<file path="config.mk">
export PLATFORM = sky130hd
export DESIGN_NAME = m_cp0
export DESIGN_NICKNAME = d
export VERILOG_FILES = /design/src/rtl/m_cp0_pkg.sv /design/src/rtl/m_cp0.sv
export SDC_FILE = /design/constraint.sdc
export NUM_CORES = 1
export LEC_CHECK = 0
export CORE_MARGIN = 2
export CORE_UTILIZATION = 42
export DETAILED_ROUTE_END_ITERATION = 8
export GPL_TIMING_DRIVEN = 0
export PLACE_DENSITY_LB_ADDON = 0.15
export SYNTH_ARGS = -nofsm -noshare
export SYNTH_HDL_FRONTEND = slang
export SYNTH_SLANG_ARGS = --single-unit
</file>
<file path="constraint.sdc">
create_clock -name clk -period 2.72 [get_ports clk]
set_input_delay 0.272 -clock clk [delete_from_list [all_inputs] [get_ports clk]]
set_output_delay 0.272 -clock clk [all_outputs]
set_load 0.01 [all_outputs]
</file>
<file path="src/rtl/m_cp0_pkg.sv">
// CP0 register numbers, ExcCodes and SR/Cause field positions shared by the M-stage exception logic.
package m_cp0_pkg;

    localparam logic [4:0] EXC_INT     = 5'd0;
    localparam logic [4:0] EXC_ADEL    = 5'd4;
    localparam logic [4:0] EXC_ADES    = 5'd5;
    localparam logic [4:0] EXC_SYSCALL = 5'd8;
    localparam logic [4:0] EXC_RI      = 5'd10;
    localparam logic [4:0] EXC_OV      = 5'd12;

    localparam logic [4:0] CP0_SR    = 5'd12;
    localparam logic [4:0] CP0_CAUSE = 5'd13;
    localparam logic [4:0] CP0_EPC   = 5'd14;
    localparam logic [4:0] CP0_PRID  = 5'd15;

    localparam int SR_IE       = 0;
    localparam int SR_EXL      = 1;
    localparam int SR_IM_LO    = 10;
    localparam int CAUSE_EXC_LO = 2;
    localparam int CAUSE_IP_LO = 10;
    localparam int CAUSE_BD    = 31;

    // Restart address: a delay-slot fault must re-execute the branch, and EPC is always word aligned.
    function automatic logic [31:0] epc_of(input logic [31:0] pc, input logic bd);
        logic [31:0] t;
        t = bd ? pc - 32'd4 : pc;
        return {t[31:2], 2'b00};
    endfunction

endpackage

</file>
<file path="src/rtl/m_cp0.sv">
// M-stage CP0: SR/Cause/EPC/PRId, flush request, eret target.
// Latency: dout/req/epc_out combinational, state on next edge; no backpressure.
module m_cp0
    import m_cp0_pkg::*;
#(
    parameter logic [31:0] PRID_VALUE = 32'h2024_0007,
    parameter logic [31:0] HANDLER_PC = 32'h0000_4180
) (
    input  logic        clk,
    input  logic        reset,
    input  logic        we,
    input  logic [4:0]  addr,
    input  logic [31:0] din,
    output logic [31:0] dout,
    input  logic [31:0] pc_m,
    input  logic        bd_m,
    input  logic        exc_m,
    input  logic [4:0]  exc_code_m,
    input  logic [5:0]  hw_int,
    input  logic        eret_m,
    output logic        req,
    output logic [31:0] handler_pc,
    output logic [31:0] epc_out
);

    logic [5:0]  im_q, im_d;
    logic        exl_q, exl_d;
    logic        ie_q, ie_d;
    logic        bd_q, bd_d;
    logic [5:0]  ip_q, ip_d;
    logic [4:0]  code_q, code_d;
    logic [31:0] epc_q, epc_d;

    logic        int_req;
    logic        exc_req;
    logic [31:0] sr_val;
    logic [31:0] cause_val;

    assign int_req = (|(hw_int & im_q)) & ie_q & ~exl_q;
    assign exc_req = exc_m & ~exl_q;
    assign req     = int_req | exc_req;

    assign sr_val    = {16'b0, im_q, 8'b0, exl_q, ie_q};
    assign cause_val = {bd_q, 15'b0, ip_q, 3'b0, code_q, 2'b0};

    assign handler_pc = HANDLER_PC;
    assign epc_out    = (we && addr == CP0_EPC) ? din : epc_q;

    always_comb begin
        dout = 32'b0;
        case (addr)
            CP0_SR:    dout = sr_val;
            CP0_CAUSE: dout = cause_val;
            CP0_EPC:   dout = epc_q;
            CP0_PRID:  dout = PRID_VALUE;
            default:   dout = 32'b0;
        endcase
    end

    // A taken request flushes the M instruction, so its eret/mtc0 must not land.
    always_comb begin
        im_d   = im_q;
        exl_d  = exl_q;
        ie_d   = ie_q;
        bd_d   = bd_q;
        code_d = code_q;
        epc_d  = epc_q;
        ip_d   = hw_int;
        if (req) begin
            exl_d  = 1'b1;
            code_d = int_req ? EXC_INT : exc_code_m;
            bd_d   = bd_m;
            epc_d  = epc_of(pc_m, bd_m);
        end else if (eret_m) begin
            exl_d = 1'b0;
        end else if (we) begin
            case (addr)
                CP0_SR: begin
                    im_d  = din[SR_IM_LO +: 6];
                    exl_d = din[SR_EXL];
                    ie_d  = din[SR_IE];
                end
                CP0_EPC: epc_d = din;
                default: ;
            endcase
        end
    end

    always_ff @(posedge clk or negedge reset) begin
        if (!reset) begin
            im_q   <= '0;
            exl_q  <= 1'b0;
            ie_q   <= 1'b0;
            bd_q   <= 1'b0;
            ip_q   <= '0;
            code_q <= '0;
            epc_q  <= '0;
        end else begin
            im_q   <= im_d;
            exl_q  <= exl_d;
            ie_q   <= ie_d;
            bd_q   <= bd_d;
            ip_q   <= ip_d;
            code_q <= code_d;
            epc_q  <= epc_d;
        end
    end

endmodule

</file>
==> results.py, run 1 <==
metrics = {
    "run": {
        "maxCapViolations": 0,
    },
    "cts": {
        "clock-sinks": 52,
        "post_cts_buffers": 0,
        "h-tree-depth": 2,
        "clk_pin_slew_ps": 100,
        "cts_tree": "built",
        "clk_latency_ps": 330,
        "clockBufferDepth": 2,
        "cts_made_buffers": 5,
        "cts-root-buf": "clkbuf_8",
    },
    "finish": {
        "num_antenna_cells": 0,
        "finalInstanceArea_sq_mm": 0.00584,
        "area_growth_pct": 47.2,
        "final_core_util": 0.636,
        "finalNonFillerCells": 739,
        "layout-drive-gt1-share": 0.174,
        "finalNetCount": 714,
    },
    "pwr": {
        "powerDensity_mw_per_mm2": 590,
        "power_leakage_nw": 2.37,
        "vdd_drop_max_v": 0.000325,
        "p_total_mw": 3.45,
    },
    "placed_design": {
        "placed_area_sq_mm": 0.00571,
        "place_congestion": 0.881,
        "dp_slack_ps": -521,
        "place_inst": 731,
        "port_buffers": 147,
        "hpwl_um": 10300,
    },
    "synth": {
        "yosysTopAreaCellShare": 0.328,
        "synth_area_leader_cell": "dfrtp_1",
        "synth_cell_types": 51,
        "synthTopCellsByArea": "dfrtp_1, mux2_2, mux2i_1",
        "ys_ff_latch": 52,
        "synth_cells": 442,
        "mappedNetlistArea_sq_mm": 0.00397,
        "synth_most_common_cell": "dfrtp_1",
        "ys_warn_count": 0,
        "synthFlopType": "dfrtp_1",
        "ys_seq_area_frac": 0.328,
        "synthArstFlopShare": 1.00,
        "synth_common_cells": "dfrtp_1, mux2_2, a31oi_1, buf_4, nor2_1",
        "synth_edf_count": 0,
        "syn_area_per_cell_sq_um": 8.98,
    },
    "setup_path": {
        "critPathMaxStageDelay_ps": 530,
        "crit_path_top_delay_cell": "clkdlybuf4s50_1",
        "arrival_ps": 2300,
        "cp_cell_sequence": "a221o_1, o31ai_2, inv_2, clkbuf_2, clkdlybuf4s50_1",
        "crit_fanout": 10,
        "end_kind": "output pin",
        "critPathBufInv": 3,
        "required_ps": 2450,
        "worstSetupPathType": "reg2out",
        "start_kind": "flop",
        "cpLargestDelayFamily": "buffers and inverters",
    },
    "floorplan": {
        "core_sq_mm": 0.00920,
        "fp.dieH_um": 101,
        "die_w_um": 101,
        "num_rows": 35,
        "initial_core_util": 0.432,
        "io_pins": 183,
        "die_area_sq_mm": 0.0102,
    },
    "global_route": {
        "grt_pass1_wl_um": 21200,
        "grt_usage": 0.265,
        "gr-total-overflow": 0,
        "antenna_found_initial": 0,
        "first_global_vias": 3905,
        "grt_start_max_net_pins": 36,
    },
    "timing": {
        "hold_viol": 0,
        "setup_ws_ps": 146,
        "fmaxAchievable_mhz": 388,
        "fin_crit_sh": 0.946,
        "fin_skew_ps": 12.8,
        "drv_slew": 0,
        "setup_viol": 0,
        "fin_setup_tns_ps": 0,
        "rsz0062_at_grt": "false",
        "period_needed_ps": 2570,
        "tightest_slew_ps": 914,
        "finalHoldWorstSlack_ps": 274,
        "slew-limit-headroom": 0.389,
    },
    "drt": {
        "num_vias": 4173,
        "finalWirelength_um": 13600,
        "drcViolationCount": 0,
        "vias_per_cell": 5.65,
        "first_pass_iters": 5,
        "drt_iter0_drc": 274,
        "ant_nets": 0,
        "drt-wirelength-per-cell_um": 18.4,
    },
    "status": {
        "status": "finished clean",
    },
    "hold_path": {
        "hold_path_class": "in2reg",
    },
}
[final timing paths]
kind	from	end	slack [ps]	cells past startpoint
max in group asynchronous	reset	code_q[0]	1730	3
hold / removal	bd_m	bd_q	270	3
min in group asynchronous	reset	epc_q[15]	430	2
hold reg to reg	bd_q	bd_q	500	2
setup / recovery	im_q[5]	req	150	5
setup reg to reg	im_q[5]	exl_q	170	5
[kinds of logic (layout without fill, tap and decap cells)]
| family | count (synthesis) | count (layout) | share of synthesized area |
|---|---|---|---|
| buf+inv | 85 | 241 | 0.113 |
| simple gates | 116 | 116 | 0.163 |
| fa+ha+maj | 1 | 1 | 0.00315 |
| xor+xnor | 10 | 10 | 0.0221 |
| compound gates | 106 | 106 | 0.181 |
| mux | 70 | 70 | 0.189 |
| flops | 52 | 52 | 0.328 |
| other cells | 2 | 32 | 0.00189 |
[routing by layer]
layer / GRT usage / vias to the layer above / share of wire
met2: 0.421 / 223 / 0.47
met5: 0 / - / 0
met4: 0.0800 / 0 / 0.021
met3: 0.0449 / 25 / 0.075
li1: - / 1960 / -
met1: 0.371 / 1965 / 0.43
[state kept, by name (all words and copies together), names as in the netlist]
| register | flops |
|---|---|
| bd_q | 1 |
| exl_q | 1 |
| im_q | 6 |
| ie_q | 1 |
| ip_q | 6 |
| epc_q | 32 |
| code_q | 5 |
[power by group]
part           switching (mW)  internal [mW]
logic                   0.754          0.973
registers               0.183           1.04
clock network           0.305          0.189
total                    1.24           2.20
[area by class of cell]
| cell class | count | area [sq um] |
|---|---|---|
| tap | 111 | 139 |
| inverter | 20 | 75.1 |
| clock buffer | 5 | 68.8 |
| timing repair buffer | 149 | 1500 |
| fill | 803 | 3350 |
| clock inverter | 3 | 25.0 |
| multi-input combinational | 335 | 2350 |
| buffer | 64 | 387 |
| sequential | 52 | 1300 |
[placed cells by master, fill, tap and decap left out, types with 3 or more instances in the layout]
cell type and count:
a211oi_1 17, a21oi_1 12, a22o_1 8, a22oi_1 5, a31oi_1 32, and3_1 6
buf_4 34, clkbuf_1 20, clkbuf_2 5, clkbuf_8 5, clkdlybuf4s50_1 144, conb_1 32
dfrtp_1 52, inv_1 19, mux2_2 39, mux2i_1 31, nand2_1 11, nand3_1 3
nor2_1 32, nor2b_1 3, nor3_1 16, nor4_1 4, o21ai_0 13, o31ai_1 10
or2_2 4, or3_1 5, or4_1 14, xnor2_1 8
[worst reg2reg max path, delay by kind of cell, from the launching register on]
family                 cells  cell delay (ps)
buffers and inverters      2             1160
AO/OA/AOI/OAI              3              820
flip-flops                 1              430
[what timing repair did]
action / CTS / global route
hold buffers: 1 / 0
hold endpoints to repair: 17 / 0
resized for setup: 11 / 9
gates cloned: 0 / 0
endpoints found under the setup margin: 44 / 54
(Power assumes the default switching activity.)
==> run 2, diff against run 1 <==
Settings changed: MAX_ROUTING_LAYER set to met4.
==> run 2 against run 1 <==
Worst hold slack better by 21 ps. Utilization up 0.20 points. Global-route usage up 0.50 points. Total power up 1.9%. Largest cell class unchanged. Die area unchanged. Critical path depth up 1. Wire length up 0.86%. Highest routed layer unchanged. Count of clock-buffer cells in the layout unchanged. Fmax down 0.57%. Sequential cell count unchanged. Register-to-register slack better by 240 ps.
==> results.py, run 2 (synthesis results as in run 1) <==
metrics = {
    "status": {
        "status": "finished clean",
    },
    "timing": {
        "period_needed_ps": 2590,
        "tightest_slew_ps": 939,
        "setup_viol": 0,
        "setup_ws_ps": 131,
        "fin_crit_sh": 0.952,
        "fin_skew_ps": 7.78,
        "rsz0062_at_grt": "false",
        "drv_slew": 0,
        "slew-limit-headroom": 0.373,
        "finalHoldWorstSlack_ps": 295,
        "hold_viol": 0,
        "fin_setup_tns_ps": 0,
        "fmaxAchievable_mhz": 386,
    },
    "drt": {
        "drt_iter0_drc": 217,
        "first_pass_iters": 5,
        "finalWirelength_um": 13700,
        "drcViolationCount": 0,
        "num_vias": 4149,
        "ant_nets": 0,
        "vias_per_cell": 5.61,
        "drt-wirelength-per-cell_um": 18.5,
    },
    "floorplan": {
        "die_w_um": 101,
        "core_sq_mm": 0.00920,
        "fp.dieH_um": 101,
        "initial_core_util": 0.432,
        "num_rows": 35,
        "die_area_sq_mm": 0.0102,
        "io_pins": 183,
    },
    "setup_path": {
        "arrival_ps": 2320,
        "r2r_start": "im_q[5]",
        "start_kind": "input pin",
        "worstSetupPathType": "in2out",
        "required_ps": 2450,
        "r2r_cells": 5,
        "r2r_end": "epc_q[5]",
        "crit_fanout": 10,
        "r2r_slack_ps": 410,
        "end_kind": "output pin",
    },
    "global_route": {
        "gr-total-overflow": 0,
        "grt_start_max_net_pins": 36,
        "antenna_found_initial": 0,
        "grt_usage": 0.270,
        "first_global_vias": 3999,
        "grt_pass1_wl_um": 21000,
    },
    "hold_path": {
        "min_from": "bd_m",
        "holdPathEnd": "bd_q",
        "hold_path_class": "in2reg",
        "min_path_cells": 3,
    },
    "cts": {
        "cts_made_buffers": 5,
        "clockBufferDepth": 2,
        "cts-root-buf": "clkbuf_8",
        "cts_tree": "built",
        "clk_latency_ps": 310,
        "clock-sinks": 52,
        "clk_pin_slew_ps": 100,
        "post_cts_buffers": 0,
        "h-tree-depth": 2,
    },
    "pwr": {
        "p_switching_mw": 1.22,
        "power_leakage_nw": 2.38,
        "powerDensity_mw_per_mm2": 599,
        "sw_frac_of_total": 0.348,
        "seqPwrFrac": 0.348,
        "pwr-share-comb": 0.494,
        "vdd_drop_max_v": 0.000368,
        "clockPowerShare": 0.159,
        "p_int_mw": 2.29,
    },
    "placed_design": {
        "dp_slack_ps": -531,
        "hpwl_um": 10400,
        "port_buffers": 147,
        "place_congestion": 0.894,
    },
    "finish": {
        "final_cell_mix": "clkdlybuf4s50_1, dfrtp_1, mux2_2, buf_4",
        "top_regs": "epc_q x32, im_q x6, ip_q x6",
        "area_growth_pct": 47.7,
        "largest_register": "epc_q",
        "num_antenna_cells": 0,
        "largest_reg_flops": 32,
        "layout_commonest_cell": "clkdlybuf4s50_1",
        "finalNetCount": 714,
        "layout-drive-gt1-share": 0.175,
    },
    "run": {
        "maxCapViolations": 0,
    },
}
==> run 2: cell count changes in the layout (fill, tap and decap cells not counted), sizes merged <==
cell	previous run	this run
inv	22	20
clkbuf	31	32
buf	40	39
clkinv	0	1
bufinv	0	1
==> run 2: worst max-delay path by stage <==
| stage | to | from | slack, ps |
|---|---|---|---|
| finish | req | hw_int[0] | 130 |
| global route | epc_q[24] | pc_m[2] | 50 |
| CTS | epc_out[23] | addr[2] | 5 |
| detailed placement | epc_out[13] | addr[1] | -530 |
| global placement | epc_out[1] | addr[1] | -510 |
| floorplan | epc_q[28] | pc_m[22] | 570 |
==> run 2: worst max-delay path, stage by stage <==
cell	delay (ps)
clkdlybuf4s50_1	450
a221o_1	400
o31ai_2	260
inv_2	160
clkbuf_2	250
clkdlybuf4s50_1	530
==> run 2: area by class of cell <==
| type | instances | area [sq um] |
|---|---|---|
| fillers | 829 | 3330 |
| clock buffers | 5 | 68.8 |
| plain buffers | 64 | 388 |
| multi-input cells | 335 | 2350 |
| inverters | 20 | 75.1 |
| well taps | 111 | 139 |
| flip-flops and latches | 52 | 1300 |
| clock inverters | 3 | 42.5 |
| repair buffers | 149 | 1500 |
==> run 2: metrics by stage <==
stage                     cell area (sq um)   util  instances  power (mW)
after floorplan                        4080      -        472        2.13
after global placement                 5690  0.619        730        2.91
after detailed placement               5710  0.621        731        2.94
after CTS                              5850  0.636        740        3.51
after global routing                   5860  0.638        739        3.73
final                                  5860  0.638        739        3.51
==> run 2: routing by layer <==
metal / vias up / share of wire / track usage
met5: - / 0 / -
met4: 0 / 0.015 / 0.0748
met3: 17 / 0.072 / 0.0255
met2: 206 / 0.48 / 0.430
met1: 1974 / 0.44 / 0.368
li1: 1952 / - / -
==> run 2: power by group through the flow <==
stage,clock [mW],sequential (mW),combinational [mW]
final,0.557,1.22,1.73
after global routing,0.590,1.26,1.88
after CTS,0.562,1.22,1.73
after detailed placement,0,1.23,1.71
after global placement,0,1.22,1.69
after floorplan,0,1.17,0.957
==> run 2: what timing repair did <==
item,in CTS,in global routing
endpoints found under the setup margin,45,54
hold buffers,1,0
pin swaps,0,0
gates resized for setup,12,8
endpoints found under the hold margin,17,0
